File: src/rtl/fetch_stall_ctrl.sv
// Fetch-stage stall/flush responder: owns the PC and the IF/ID latch, honours the
// hazard unit's write enables and the EX-stage redirect, and keeps stall/flush statistics.
module fetch_stall_ctrl #(
  parameter int                 PC_W       = 32,
  parameter int                 INSTR_W    = 64,
  parameter int                 PC_STEP    = 8,
  parameter logic [PC_W-1:0]    RESET_PC   = '0,
  parameter logic [INSTR_W-1:0] NOP_BUNDLE = '0,
  parameter int                 STALL_MAX  = 15
) (
  input  logic               clk,
  input  logic               reset,
  input  logic               PCWrite,
  input  logic               IF_IDWrite,
  input  logic               ControlMux,
  input  logic               branch_taken,
  input  logic [PC_W-1:0]    branch_target,
  input  logic [INSTR_W-1:0] imem_rdata,
  output logic [PC_W-1:0]    pc,
  output logic [INSTR_W-1:0] if_id_instr,
  output logic [PC_W-1:0]    if_id_pc,
  output logic               if_id_valid,
  output logic               id_ctrl_en,
  output logic               id_ex_flush,
  output logic [15:0]        stall_count,
  output logic [15:0]        flush_count,
  output logic               stall_timeout
);

  typedef enum logic [1:0] {
    RUN   = 2'd0,
    STALL = 2'd1,
    FLUSH = 2'd2
  } state_t;

  state_t     state;
  state_t     state_next;
  logic       stall;
  logic [7:0] run_cnt;
  logic [7:0] run_cnt_next;
  logic       timeout_hit;

  assign stall = !PCWrite || !IF_IDWrite;

  always_comb begin
    state_next   = state;
    run_cnt_next = run_cnt;
    if (branch_taken) begin
      state_next   = FLUSH;
      run_cnt_next = 8'd0;
    end else if (stall) begin
      state_next   = STALL;
      run_cnt_next = (run_cnt == 8'hFF) ? run_cnt : run_cnt + 8'd1;
    end else begin
      state_next   = RUN;
      run_cnt_next = 8'd0;
    end
  end

  // Trip on the same edge that makes the run counter reach the limit.
  assign timeout_hit = (run_cnt_next >= 8'(STALL_MAX));

  always_ff @(posedge clk) begin
    if (reset) begin
      state <= RUN;
      run_cnt <= 8'd0;
      stall_timeout <= 1'b0;
    end else begin
      state <= state_next;
      run_cnt <= run_cnt_next;
      stall_timeout <= stall_timeout | timeout_hit;
    end
  end

  // The hazard unit's enables are ignored during a redirect; the redirect must win.
  always_ff @(posedge clk) begin
    if (reset) begin
      pc          <= RESET_PC;
      if_id_instr <= NOP_BUNDLE;
      if_id_pc    <= '0;
      if_id_valid <= 1'b0;
      stall_count <= 16'd0;
      flush_count <= 16'd0;
    end else if (branch_taken) begin
      pc          <= branch_target;
      if_id_instr <= NOP_BUNDLE;
      if_id_pc    <= '0;
      if_id_valid <= 1'b0;
      flush_count <= (flush_count == 16'hFFFF) ? flush_count : flush_count + 16'd1;
    end else begin
      if (PCWrite) begin
        pc <= pc + PC_W'(PC_STEP);
      end
      if (IF_IDWrite) begin
        if_id_instr <= imem_rdata;
        if_id_pc    <= pc;
        if_id_valid <= 1'b1;
      end
      if (stall) begin
        stall_count <= (stall_count == 16'hFFFF) ? stall_count : stall_count + 16'd1;
      end
    end
  end

  assign id_ex_flush = (state == FLUSH);
  assign id_ctrl_en  = ControlMux & if_id_valid;

endmodule

File: config.mk
export PLATFORM = sky130hd
export DESIGN_NAME = fetch_stall_ctrl
export DESIGN_NICKNAME = d
export VERILOG_FILES = /design/src/rtl/fetch_stall_ctrl.sv
export SDC_FILE = /design/constraint.sdc
export NUM_CORES = 1
export LEC_CHECK = 0
export ABC_AREA = 1
export BUFFER_PORTS_ARGS = -buffer_cell sky130_fd_sc_hd__buf_2
export CORE_ASPECT_RATIO = 0.9
export CORE_UTILIZATION = 30
export DETAILED_ROUTE_END_ITERATION = 6
export PLACE_DENSITY_LB_ADDON = 0.12
export REMOVE_ABC_BUFFERS = 1
export SYNTH_ARGS = -nofsm -noshare
export SYNTH_HDL_FRONTEND = slang
export SYNTH_SLANG_ARGS = --single-unit
File: constraint.sdc
create_clock -name clk -period 4.4 [get_ports clk]
set_input_delay 0.44 -clock clk [delete_from_list [all_inputs] [get_ports clk]]
set_output_delay 0.44 -clock clk [all_outputs]
set_load 0.02 [all_outputs]
# == Word level (Yosys, flattened, before mapping) ==
# Cells that the tools add are included.
# totals
regBits,172
latchBits,0
ramBits,0
romBits,0
in_bits,102
out_inout_bits,164
wordCells,38
memories,0
# op_classes
n_addsub,4
n_mul,0
div,0
n_lt_le_gt_ge,1
eq_ne,4
shift,0
n_mux,7
bitwise_logic,5
reduce_logical,7
# op_table
cell,n
$mux W32,2
$add A16 B1 Y16 const B,2
$add A32 B4 Y32 const B,1
$eq A16 B16 Y1 const B,2
$mux W8,3
$add A8 B1 Y8 const B,1
$eq A8 B8 Y1 const B,1
$ge A8 B4 Y1 const B,1
$not A1 Y1,3
$reduce_and A3 Y1,1
$eq A2 B2 Y1 const B,1
$logic_not A1 Y1,2
$mux W2,1
$reduce_and A2 Y1,1
$reduce_bool A2 Y1,1
$reduce_or A2 Y1,1
$and A1 B1 Y1,1
$logic_or A1 B1 Y1,1
$mux W1,1
$or A1 B1 Y1,1

# == Longest topological paths before layout ==
# Gate-level depths: netlist of run 1.
# logic_depth
ltp_word,6
ltp_mapped,11

# == Worst setup path before layout of run 1 ==
# OpenSTA, ideal clock, no wires.
# synth_path
path_kind,register -> register
from,reg pc[3]
to,reg pc[29]
arrival_ns,1.522
setup_slack_ns,2.746
path_stages_with_launch,11
n_path_buf,0
synth_period_minus_slack_ns,1.654
path_cell_list,dfxtp_1 ha_1 nand3_4 inv_2 nand2_1 nor2_2 nand2_1 nand2_1 nand2_1 nand2_1 a21oi_1
# synth_via
elab_chain_len,3
# synth_lines
element,line_no,text
"start, declared",19,"output logic [PC_W-1:0] pc,"
"start signal, assigned",85,pc <= branch_target;
"start signal, assigned",92,pc <= pc + PC_W'(PC_STEP);
$add A32 B4 Y32,92,
$mux W32,91,if (PCWrite) begin
$mux W32,84,end else if (branch_taken) begin
# No other way between the ends. The select of a mux whose other input is x is not followed.
# A chain may end at the register's enable or synchronous reset.

# == Worst setup path after layout of run 1 ==
# layout_path
from,reg flush_count[0]
to,reg flush_count[0]
# layout_via
elab_chain_len,3
word_cells_on_any_way,4
cone_classes,1 x add/sub; 1 x eq/ne; 1 x bitwise; 1 x reduce/logical
# layout_lines
element,line_no,text
"start, declared",26,"output logic [15:0] flush_count,"
"start signal, assigned",89,flush_count <= (flush_count == 16'hFFFF) ? flush_count : flush_count + 16'd1;
"parallel branches: the longest is 3 deep, another holds $add A16 B1 Y16",-,
# Several ways; the timed one is not identified.

==> impl_results.md, run 1 <==
- Area added between synthesis and finish: 28.9%
- Post-synth design cell area: 0.00770 mm2
- Headroom to the max-slew limit: 34.0%
- Worst-Margin Slew: ~990 ps
- Cells taking the most area after synthesis: dfxtp_1 (45%), nand2_1 (18%), a21oi_1 (9.1%)
- Sum of negative setup slack: 0 ps
- Leakage power total: roughly 0.0043 uW
- Pin count of the biggest net entering global routing: 97
- Data required time of the critical path: 4730 ps
- H-tree level count: 4
- Highest cell delay on the worst timing path: ~450 ps
- Routed wirelength normalized by instance count: 14.8 um
- Insertion delay of the later-clocked pin in the worst-skew pair: around 440 ps
- Post-route clock skew: around 17 ps
- Clock tree from TritonCTS: yes
- Depth of the worst register-to-register path: 8
- Pwr dens: between 300 and 400 mW/mm2
- Number of buffers inserted by post-CTS setup repair: 0
- Mean area per synthesized cell: around 7 um2
- Clock root buffer: clkbuf_16
- Crit path capture: flush_count[0]
- Net total in the final layout: ~1.4k
- Max Fanout on Critical Path: 18
- Worst supply voltage drop on vdd: a little under 0.2 mV
- Number of flops mapped to enable cells by yosys: 0
- Share of synthesized flip-flops with an asynchronous set or reset: 0%
- Number of antenna violations at the first check in global routing: 3
- Number of buffers on the longest clock path: 2
- Synth cell count leaders: nand2_1 (363), dfxtp_1 (172), a21oi_1 (140), nor2_1 (81), inv_1 (73)
- Share of Yosys cell area claimed by the top area cell type: roughly 45%
- Most numerous cell in the Yosys netlist: nand2_1
- Share of cells above drive strength 1: between 20 and 30%
- Data arrival time at the worst-slack endpoint: approximately 2300 ps
- Worst-case setup slack after placement: ~2000 ps
- Final number of max-transition violations: 0
- CP Capture Type: flip-flop
- Vias post-DR: 7805
- Clock slew seen by the registers of the worst setup and hold paths: ~90 ps
- Final GP Congestion: 0.846
- Final period demand of the worst path: ~2000 ps
- Reg2Reg Launch Point: flush_count[0]
- Fill cell total of the finished layout: approximately 2.8k
- Worst hold-check path type: in -> reg
- Total congestion overflow after global routing: 0
- Core Rows: 55
- Run status: finished, final reports clean
- Starting utilization of the core area: between 30% and 40%
- Unrepaired setup endpoints after global routing: no
- Final worst slack: about 2400 ps
- Fmax: 0.507 GHz
- Type of element launching the critical path: flip-flop
- Number of endpoints with negative hold slack in the final report: 0
- Top-level port count: between 200 and 300
- Worst setup path start: flush_count[0]
- ANT nets after route: 0
- Sequential cell area fraction in the yosys report: 44.7%
- Ratio of final minimum period to clock period: between 40% and 50%
- Die area: between 0.02 and 0.03 mm2
- Total track usage: 19.1%
- Post-Route WL: roughly 25000 um
- Chain of cells forming the critical path: ha_1 > nand2_1 > nor2_2 > nand3_1 > nand2_2 > inv_2 > o21ai_0 > a21oi_1
- Number of global-route vias before repair: 7216
- Cell type with the highest aggregate area in the netlist: dfxtp_1
- End of the worst register-to-register path: flush_count[0]
- Crit path kind: reg -> reg
- Instance count of the mapped netlist: 1093
- Die extent in y: 154 um
- Synthesized flop and latch total: 172
- First drt pass iteration count: 6
- Wire length of the first global-routing pass: between 30000 and 40000 um
- Synth Warn #: 0
- Unique cell type count in the Yosys netlist: 39
- Setup violations, final: 0
- Setup slack, reg-to-reg: roughly 2400 ps
- Core Box Area: 0.0252 mm2
- Primary FF master, synth: dfxtp_1
- Sink count of the clock tree: between 150 and 200
- Max-capacitance violation count: 0
- DRC violations left: 0
- Number of buffers inserted by hold repair at cts: 0
- Die outline width: 171 um
- Half-perimeter wire length after placement: roughly 18000 um
- Count of input and output buffers: 265
- Slowest stage cell, crit path: dfxtp_1
- Cts bufs inserted: 17
- Via density: roughly 4.6
- Number of DRC violations after detailed-routing iteration 0: ~470
- Number of instances resized during post-cts repair: 0
[worst min-delay path by stage]
stage                      start         endpoint  slack, ps  cells past startpoint
6_report        branch_target[5]            pc[5]        210                      3
5_1_grt        branch_target[30]           pc[30]        200                      3
4_1_cts         branch_target[5]            pc[5]        190                      3
3_5_place_dp     if_id_instr[57]  if_id_instr[57]        450                      2
3_3_place_gp      if_id_instr[1]   if_id_instr[1]        450                      2
2_1_floorplan              reset           pc[16]        500                      1
[logic make-up (layout without fill, tap and decap cells)]
logic type,Yosys count,in the layout,synth area share (%)
XOR/XNOR,21,21,2.39
buffers and inverters,129,383,6.85
AND/OR/NAND/NOR,546,546,29.9
other,0,3,0
flip-flops,172,172,44.7
AO/OA/AOI/OAI,221,221,15.5
adder cells (fa/ha/maj),4,4,0.650
[placed cells by master, fill, tap and decap left out, types with 4 or more instances in the layout]
cell type  instances
inv_2              7
dfxtp_1          172
o21ai_0           46
clkbuf_16         17
nor2_2             9
nand3_1           48
a21oi_1          140
nand2_2            7
buf_2            264
nand4_1            7
a31oi_1            6
clkinv_8           6
inv_12             4
xor2_1            18
inv_8              4
nand2_1          363
inv_1             72
buf_4              8
nor2_1            81
nor3_1            14
ha_1               4
a22oi_1           18
nor2_4             5
[worst max-delay path: cells and delay by family, from the launching register on]
kind            cells  cell delay, ps
fa+ha+maj           1             230
buf+inv             1             210
flops               1             450
simple gates        4             710
compound gates      2             250
[where the power goes]
part           internal, uW  total (uW)  switching [uW]
Clock                   799        1610             814
Combinational           119         355             236
Sequential             1610        1660            49.8
Total                  2530        3630            1100
[sequential cells by signal, indices dropped and copies added, names as in the netlist]
| register | flops |
|---|---|
| flush_count | 16 |
| stall_timeout | 1 |
| if_id_instr | 64 |
| if_id_pc | 32 |
| stall_count | 16 |
| pc | 32 |
| if_id_valid | 1 |
| run_cnt | 8 |
| state | 2 |
[per-stage QoR]
stage	instance area [um2]	total power, uW	hold slack, ps	util, %	std cells
2_1_floorplan	7470	1860	502	-	1043
3_3_place_gp	9280	2050	446	36.9	1657
3_5_place_dp	9280	2050	450	36.9	1657
4_1_cts	9920	3680	188	39.4	1689
5_1_grt	9930	3790	200	39.4	1690
6_report	9930	3630	208	39.4	1692
[routing by layer]
| metal | vias up | part of all wire (%) | GRT usage (%) |
|---|---|---|---|
| li1 | 4035 | - | - |
| met5 | - | 0 | 0 |
| met3 | 17 | 6.2 | 4.53 |
| met4 | 0 | 1.2 | 5.87 |
| met1 | 3561 | 47 | 25.9 |
| met2 | 192 | 45 | 29.8 |
[cell type report]
class	instances	area (um2)	area share [%]
diodes	3	7.51	0.0756
well taps	342	428	4.31
repair buffers	272	1380	13.9
flip-flops and latches	172	3440	34.7
inverters	79	297	2.99
multi-input cells	792	3730	37.6
clock inverters	15	216	2.18
clock buffers	17	425	4.28
Power figures use the tool's default switching activity.
==> run 2: changes to the inputs <==
--- a/config.mk
+++ b/config.mk
@@ -5,7 +5,7 @@
 export SDC_FILE = /design/constraint.sdc
 export NUM_CORES = 1
 export LEC_CHECK = 0
-export ABC_AREA = 1
+export ABC_AREA = 0
 export BUFFER_PORTS_ARGS = -buffer_cell sky130_fd_sc_hd__buf_2
 export CORE_ASPECT_RATIO = 0.9
 export CORE_UTILIZATION = 30
==> constraint.sdc (replaced) <==
create_clock -name clk -period 2 [get_ports clk]
set_input_delay 0.2 -clock clk [delete_from_list [all_inputs] [get_ports clk]]
set_output_delay 0.2 -clock clk [all_outputs]
set_load 0.02 [all_outputs]
==> run 2 against run 1 <==
  * Die area is 7.3% lower
  * Flip-flop and latch count unchanged
  * Setup slack got worse by 2300 ps
  * Combinational power grew to 2.5 times the previous value
  * Clock skew rose by 0.76 ps
  * Via count decreased by 19%
  * Hold slack worse by 190 ps
  * Global-route usage decreased by 2.9 points
  * Routed wire length is 19% lower
==> impl_results.md, run 2 <==
- Run status: finished, final reports clean
- Final non-filler cell area: a little under 0.01 mm2
- Most used cells in the layout excluding fill and tap cells: buf_2 (264), dfxtp_1 (172), nor2_1 (161), mux2i_1 (109), dlygate4sd3_1 (42)
- H-tree level count: 4
- Final number of max-transition violations: 0
- Count of input and output buffers: between 200 and 300
- Share of synthesized flip-flops with an asynchronous set or reset: 0%
- Post-synth design cell area: around 0.007 mm2
- Die extent in y: approximately 150 um
- Number of DRC violations after detailed-routing iteration 0: ~330
- Most numerous cell in the Yosys netlist: dfxtp_1
- Hold slack final: around 13 ps
- Synth cell count leaders: dfxtp_1 (172), nor2_1 (161), mux2i_1 (109), xnor2_1 (34), clkbuf_1 (30)
- Final GP Congestion: a little over 0.8
- Unique cell type count in the Yosys netlist: 47
- Starting utilization of the core area: a little under a third
- Depth of the worst register-to-register path: 6
- Post-Route WL: approximately 20000 um
- Cell type with the highest aggregate area in the netlist: dfxtp_1
- Mean area per synthesized cell: 9.34 um2
- Most common library cell in the layout ignoring fill and taps: buf_2
- Number of buffers on the longest clock path: 2
- Data required time of the critical path: 2300 ps
- Cells taking the most area after synthesis: dfxtp_1 (48%), mux2i_1 (15%), nor2_1 (8.5%)
- Number of flops mapped to enable cells by yosys: 0
- Cts bufs inserted: 17
- Largest register FFs: 64
- Fill cell total of the finished layout: around 2.4k
- Pwr dens: ~780 mW/mm2
- Number of buffers inserted by post-CTS setup repair: 0
- Dpl cell area: a little under 0.009 mm2
- Clock slew seen by the registers of the worst setup and hold paths: 80 ps
- Final core occ: 42.5%
- Primary FF master, synth: dfxtp_1
- Synth Warn #: 0
- Largest register by flop count: if_id_instr
- Max Fanout on Critical Path: 5
- Register area: around 0.0034 mm2
- Number of antenna violations at the first check in global routing: 4
- Die outline width: 165 um
- CP Capture Type: flip-flop
- WHS Path Cells: 3
- Post-route clock skew: 17.4 ps
- Area occupied by multi-input gates: roughly 0.0035 mm2
- First drt pass iteration count: 4
- Setup violations, final: 0
- Unrepaired setup endpoints after global routing: no
- Chain of cells forming the critical path: ha_1 > and3_1 > and3_1 > a211oi_2 > and3_1 > mux2_2
- Worst-Margin Slew: ~760 ps
- Clock root buffer: clkbuf_16
- Instance count of the mapped netlist: about 760
- Core Rows: between 50 and 60
- Vias post-DR: 6289
- Crit path kind: reg -> reg
- Core Box Area: between 0.02 and 0.025 mm2
- Ratio of final minimum period to clock period: around 93%
- Max-capacitance violation count: 0
- Area added between synthesis and finish: 38.9%
- Number of global-route vias before repair: about 5.9k
- Top-level port count: around 270
- Final period demand of the worst path: about 1900 ps
- Slowest stage cell, crit path: dfxtp_1
- Routed wirelength normalized by instance count: 14.6 um
- Worst hold-check path type: in -> reg
- Number of endpoints with negative hold slack in the final report: 0
- Via density: around 4.5
- Insertion delay of the later-clocked pin in the worst-skew pair: around 420 ps
- Fmax: around 0.54 GHz
- Sum of negative setup slack: 0 ps
- Top Registers: if_id_instr x64, if_id_pc x32, pc x32
- Headroom to the max-slew limit: about 49%
- Sequential cell area fraction in the yosys report: between 40% and 50%
- Die area: roughly 0.024 mm2
- Wire length of the first global-routing pass: between 30000 and 40000 um
- Worst supply voltage drop on vdd: between 0.5 and 0.6 mV
- ANT nets after route: 0
- Net total in the final layout: around 1.2k
- Clock tree from TritonCTS: yes
- Leakage power total: ~0.0047 uW
- Data arrival time at the worst-slack endpoint: around 2200 ps
- Final Power: a little under 8000 uW
- Synthesized flop and latch total: approximately 170
- DRC violations left: 0
- Total track usage: roughly 16%
- Total congestion overflow after global routing: 0
- Sink count of the clock tree: ~170
- Number of buffers and inverters on the critical path: 0
- Levels on crit path: 6
- Share of cells above drive strength 1: around 31%
- Dominant delay contributor by cell family on the critical path: simple AND/OR/NAND/NOR gates
- Half-perimeter wire length after placement: about 15000 um
- Pin count of the biggest net entering global routing: a little under 100
- Cell repeated most along the worst path: and3_1
- Highest cell delay on the worst timing path: between 300 and 400 ps
- Share of Yosys cell area claimed by the top area cell type: 48.3%
- Type of element launching the critical path: flip-flop
## run 2: logic make-up after synthesis
kind of cell             after synthesis  share of synthesized area (%)
AND/OR/NAND/NOR                      295                           19.5
flip-flops                           172                           48.3
multiplexers                         110                           15.5
AO/OA/AOI/OAI                         68                           5.84
buffers and inverters                 58                           3.19
XOR/XNOR                              57                           7.00
adder cells (fa/ha/maj)                4                          0.702
## run 2: worst paths after layout
path	startpoint	to	slack (ps)
setup reg to reg	stall_count[1]	stall_count[6]	140
setup / recovery	stall_count[1]	stall_count[6]	140
hold reg to reg	if_id_instr[31]	if_id_instr[31]	490
hold / removal	imem_rdata[26]	if_id_instr[26]	10
## run 2: routing by layer
metal / GRT usage, % / share of wire [%] / vias up
li1: - / - / 3237
met1: 20.2 / 46 / 2871
met2: 27.4 / 46 / 163
met3: 4.88 / 6.4 / 14
met4: 3.67 / 0.92 / 4
met5: 0 / 0.11 / -
## run 2: area by class of cell
class,count,share of cell area (%)
diodes,2,0.0505
clock buffers,19,4.47
clock inverters,13,1.20
inverters,16,0.606
multi-input cells,534,35.0
flip-flops and latches,172,34.7
well taps,302,3.81
repair buffers,334,20.1
## run 2: power breakdown
group | internal (uW) | leakage (uW) | switching [uW]
Sequential | 3530 | 0.00140 | 81.0
Combinational | 407 | 0.00304 | 492
Clock | 1680 | 0.000277 | 1520
Total | 5620 | 0.00471 | 2090
## run 2: worst min-delay path, stage by stage
cell,delay [ps]
buf_2,80
mux2i_1,60
nor2_1,70
## run 2: timing repair
action,in CTS,in global routing
hold endpoints to repair,42,0
endpoints found under the setup margin,0,1
gates resized for setup,0,1
hold buffers,42,0
## run 2: per-stage QoR
step           std cells  setup WS, ps
2_1_floorplan        722          -286
3_3_place_gp        1316           146
3_5_place_dp        1316           105
4_1_cts             1390          66.4
5_1_grt             1391          27.3
6_report            1392           136
==> run 3: changes to the inputs <==
--- a/config.mk
+++ b/config.mk
@@ -9,9 +9,11 @@
 export BUFFER_PORTS_ARGS = -buffer_cell sky130_fd_sc_hd__buf_2
 export CORE_ASPECT_RATIO = 0.9
 export CORE_UTILIZATION = 30
+export CTS_BUF_LIST = sky130_fd_sc_hd__clkbuf_16
 export DETAILED_ROUTE_END_ITERATION = 6
 export PLACE_DENSITY_LB_ADDON = 0.12
 export REMOVE_ABC_BUFFERS = 1
+export SLEW_MARGIN = 40
 export SYNTH_ARGS = -nofsm -noshare
 export SYNTH_HDL_FRONTEND = slang
 export SYNTH_SLANG_ARGS = --single-unit
==> run 3 against run 2 <==
  * Global-route usage about the same
  * Register-to-register slack is essentially flat
  * Critical path depth did not move
  * Clock skew barely moved
  * Final cell count is the same
  * Total power is 0.58% lower
  * Clock power decreased by 2%
  * Largest cell class unchanged
  * First-iteration DRC count is 4.9% lower
==> impl_results.md, run 3 (synthesis gave the netlist of run 2 again) <==
- Run status: finished, final reports clean
- Wire length of the first global-routing pass: about 31000 um
- Ratio of final minimum period to clock period: between 90% and 100%
- Headroom to the max-slew limit: between 40% and 50%
- WHS Path Cells: 3
- Starting utilization of the core area: a little over 30%
- Share of cells above drive strength 1: between 30 and 40%
- Chain of cells forming the critical path: ha_1 > and3_1 > and3_1 > a211oi_2 > and3_1 > mux2_2
- Fmax: around 0.54 GHz
- Top-level port count: approximately 270
- Highest cell delay on the worst timing path: about 330 ps
- Vias post-DR: about 6.3k
- Number of buffers on the longest clock path: 2
- Post-Route WL: a little over 20000 um
- Leakage power total: roughly 0.0047 uW
- Final core occ: between 40% and 50%
- Number of buffers and inverters on the critical path: 0
- Net total in the final layout: between 1k and 1.5k
- Post-route clock skew: 17.6 ps
- Number of endpoints with negative hold slack in the final report: 0
- Number of antenna violations at the first check in global routing: 4
- Reg2Reg Launch Point: stall_count[1]
- Total track usage: 16.2%
- Largest register FFs: 64
- Max Fanout on Critical Path: 5
- Final worst slack: around 140 ps
- Die outline width: 165 um
- ANT nets after route: 0
- Die extent in y: about 150 um
- Data required time of the critical path: roughly 2300 ps
- Setup violations, final: 0
- Slowest stage cell, crit path: dfxtp_1
- Most common library cell in the layout ignoring fill and taps: buf_2
- CP Capture Type: flip-flop
- Half-perimeter wire length after placement: ~15000 um
- Most used cells in the layout excluding fill and tap cells: buf_2 (264), dfxtp_1 (172), nor2_1 (161), mux2i_1 (109), dlygate4sd3_1 (42)
- Core Rows: between 50 and 60
- Insertion delay of the later-clocked pin in the worst-skew pair: about 420 ps
- Max-capacitance violation count: 0
- Core Box Area: 0.0233 mm2
- Type of element launching the critical path: flip-flop
- Die area: 0.0244 mm2
- Final number of max-transition violations: 0
- Worst-Margin Slew: ~760 ps
- Routed wirelength normalized by instance count: between 10 and 15 um
- Setup slack, reg-to-reg: ~140 ps
- Pwr dens: 775 mW/mm2
- Area added between synthesis and finish: 38.8%
- Dominant delay contributor by cell family on the critical path: simple AND/OR/NAND/NOR gates
- Final period demand of the worst path: about 1900 ps
- Number of global-route vias before repair: 5848
- Number of buffers inserted by post-CTS setup repair: 0
- Via density: around 4.5
- Largest register by flop count: if_id_instr
- Count of input and output buffers: 265
- Cts bufs inserted: 17
- H-tree level count: 4
- Unrepaired setup endpoints after global routing: no
- Clock tree from TritonCTS: yes
- Data arrival time at the worst-slack endpoint: 2170 ps
- Terminating pin of the worst hold path: if_id_instr[26]
- Worst supply voltage drop on vdd: ~0.54 mV
- Crit path kind: reg -> reg
- Top Registers: if_id_instr x64, if_id_pc x32, pc x32
- End of the worst register-to-register path: stall_count[6]
- Final GP Congestion: ~0.81
- Number of DRC violations after detailed-routing iteration 0: 312
- Depth of the worst register-to-register path: 6
- Worst-case setup slack after placement: approximately 100 ps
- Clock slew seen by the registers of the worst setup and hold paths: approximately 80 ps
- First drt pass iteration count: 4
- DRC violations left: 0
- Cell repeated most along the worst path: and3_1
- Sink count of the clock tree: about 170
- Hold Path Origin: imem_rdata[26]
- Clock root buffer: clkbuf_16
- Pin count of the biggest net entering global routing: 98
- Sum of negative setup slack: 0 ps
- Total congestion overflow after global routing: 0
- Worst hold-check path type: in -> reg
[run 3: per-layer routing]
metal	routed length (um)	up-vias	global-route usage [%]
met2	9350	163	27.3
met5	23	-	0
met3	1300	14	4.88
met4	187	4	3.67
met1	9440	2881	20.3
li1	-	3236	-
[run 3: per-stage QoR]
step | instance area [um2] | hold WS, ps | power, uW | cells
after detailed placement | 8920 | 410 | 4530 | 1316
after floorplan | 6970 | 269 | 4100 | 722
after global routing | 9900 | 3.35 | 8020 | 1391
after global placement | 8920 | 406 | 4530 | 1316
final | 9900 | 13.0 | 7670 | 1392
after CTS | 9890 | 0.00794 | 7800 | 1390
[run 3: cell type report]
class	count	area (um2)
Fill cell	2360	13400
Multi-Input combinational cell	534	3470
Sequential cell	172	3440
Timing Repair Buffer	334	1990
Clock buffer	17	425
Tap cell	302	378
Clock inverter	15	126
Inverter	16	60.1
Antenna cell	2	5.00
[run 3: worst register-to-register path, delay by kind of cell (launching register included)]
kind	cells	cell delay [ps]
DFF	1	330
and+or+nand+nor	3	620
muxes	1	320
AOI/OAI and AO/OA	1	270
adders and majority gates	1	220
[run 3: worst max-delay path by stage]
stage              startpoint              to  slack, ps  cells past startpoint
3_5_place_dp   stall_count[1]  stall_count[6]        100                      6
5_1_grt            run_cnt[1]   stall_timeout         30                      6
4_1_cts        stall_count[1]  stall_count[6]         70                      6
2_1_floorplan           reset          pc[16]       -290                      2
3_3_place_gp   stall_count[1]  stall_count[6]        150                      6
6_report       stall_count[1]  stall_count[6]        140                      6
[run 3: timing repair]
| action | 4_1_cts | 5_1_grt |
|---|---|---|
| setup endpoints to repair | 0 | 1 |
| resized for setup | 0 | 1 |
| hold buffers | 42 | 0 |
| endpoints found under the hold margin | 42 | 0 |
[run 3: report_power, final]
| part | switching [uW] | leakage [uW] | internal [uW] | total (uW) |
|---|---|---|---|---|
| registers | 81.0 | 0.00140 | 3530 | 3610 |
| clock network | 1520 | 0.000276 | 1640 | 3160 |
| logic | 492 | 0.00304 | 407 | 899 |
| total | 2090 | 0.00471 | 5580 | 7670 |
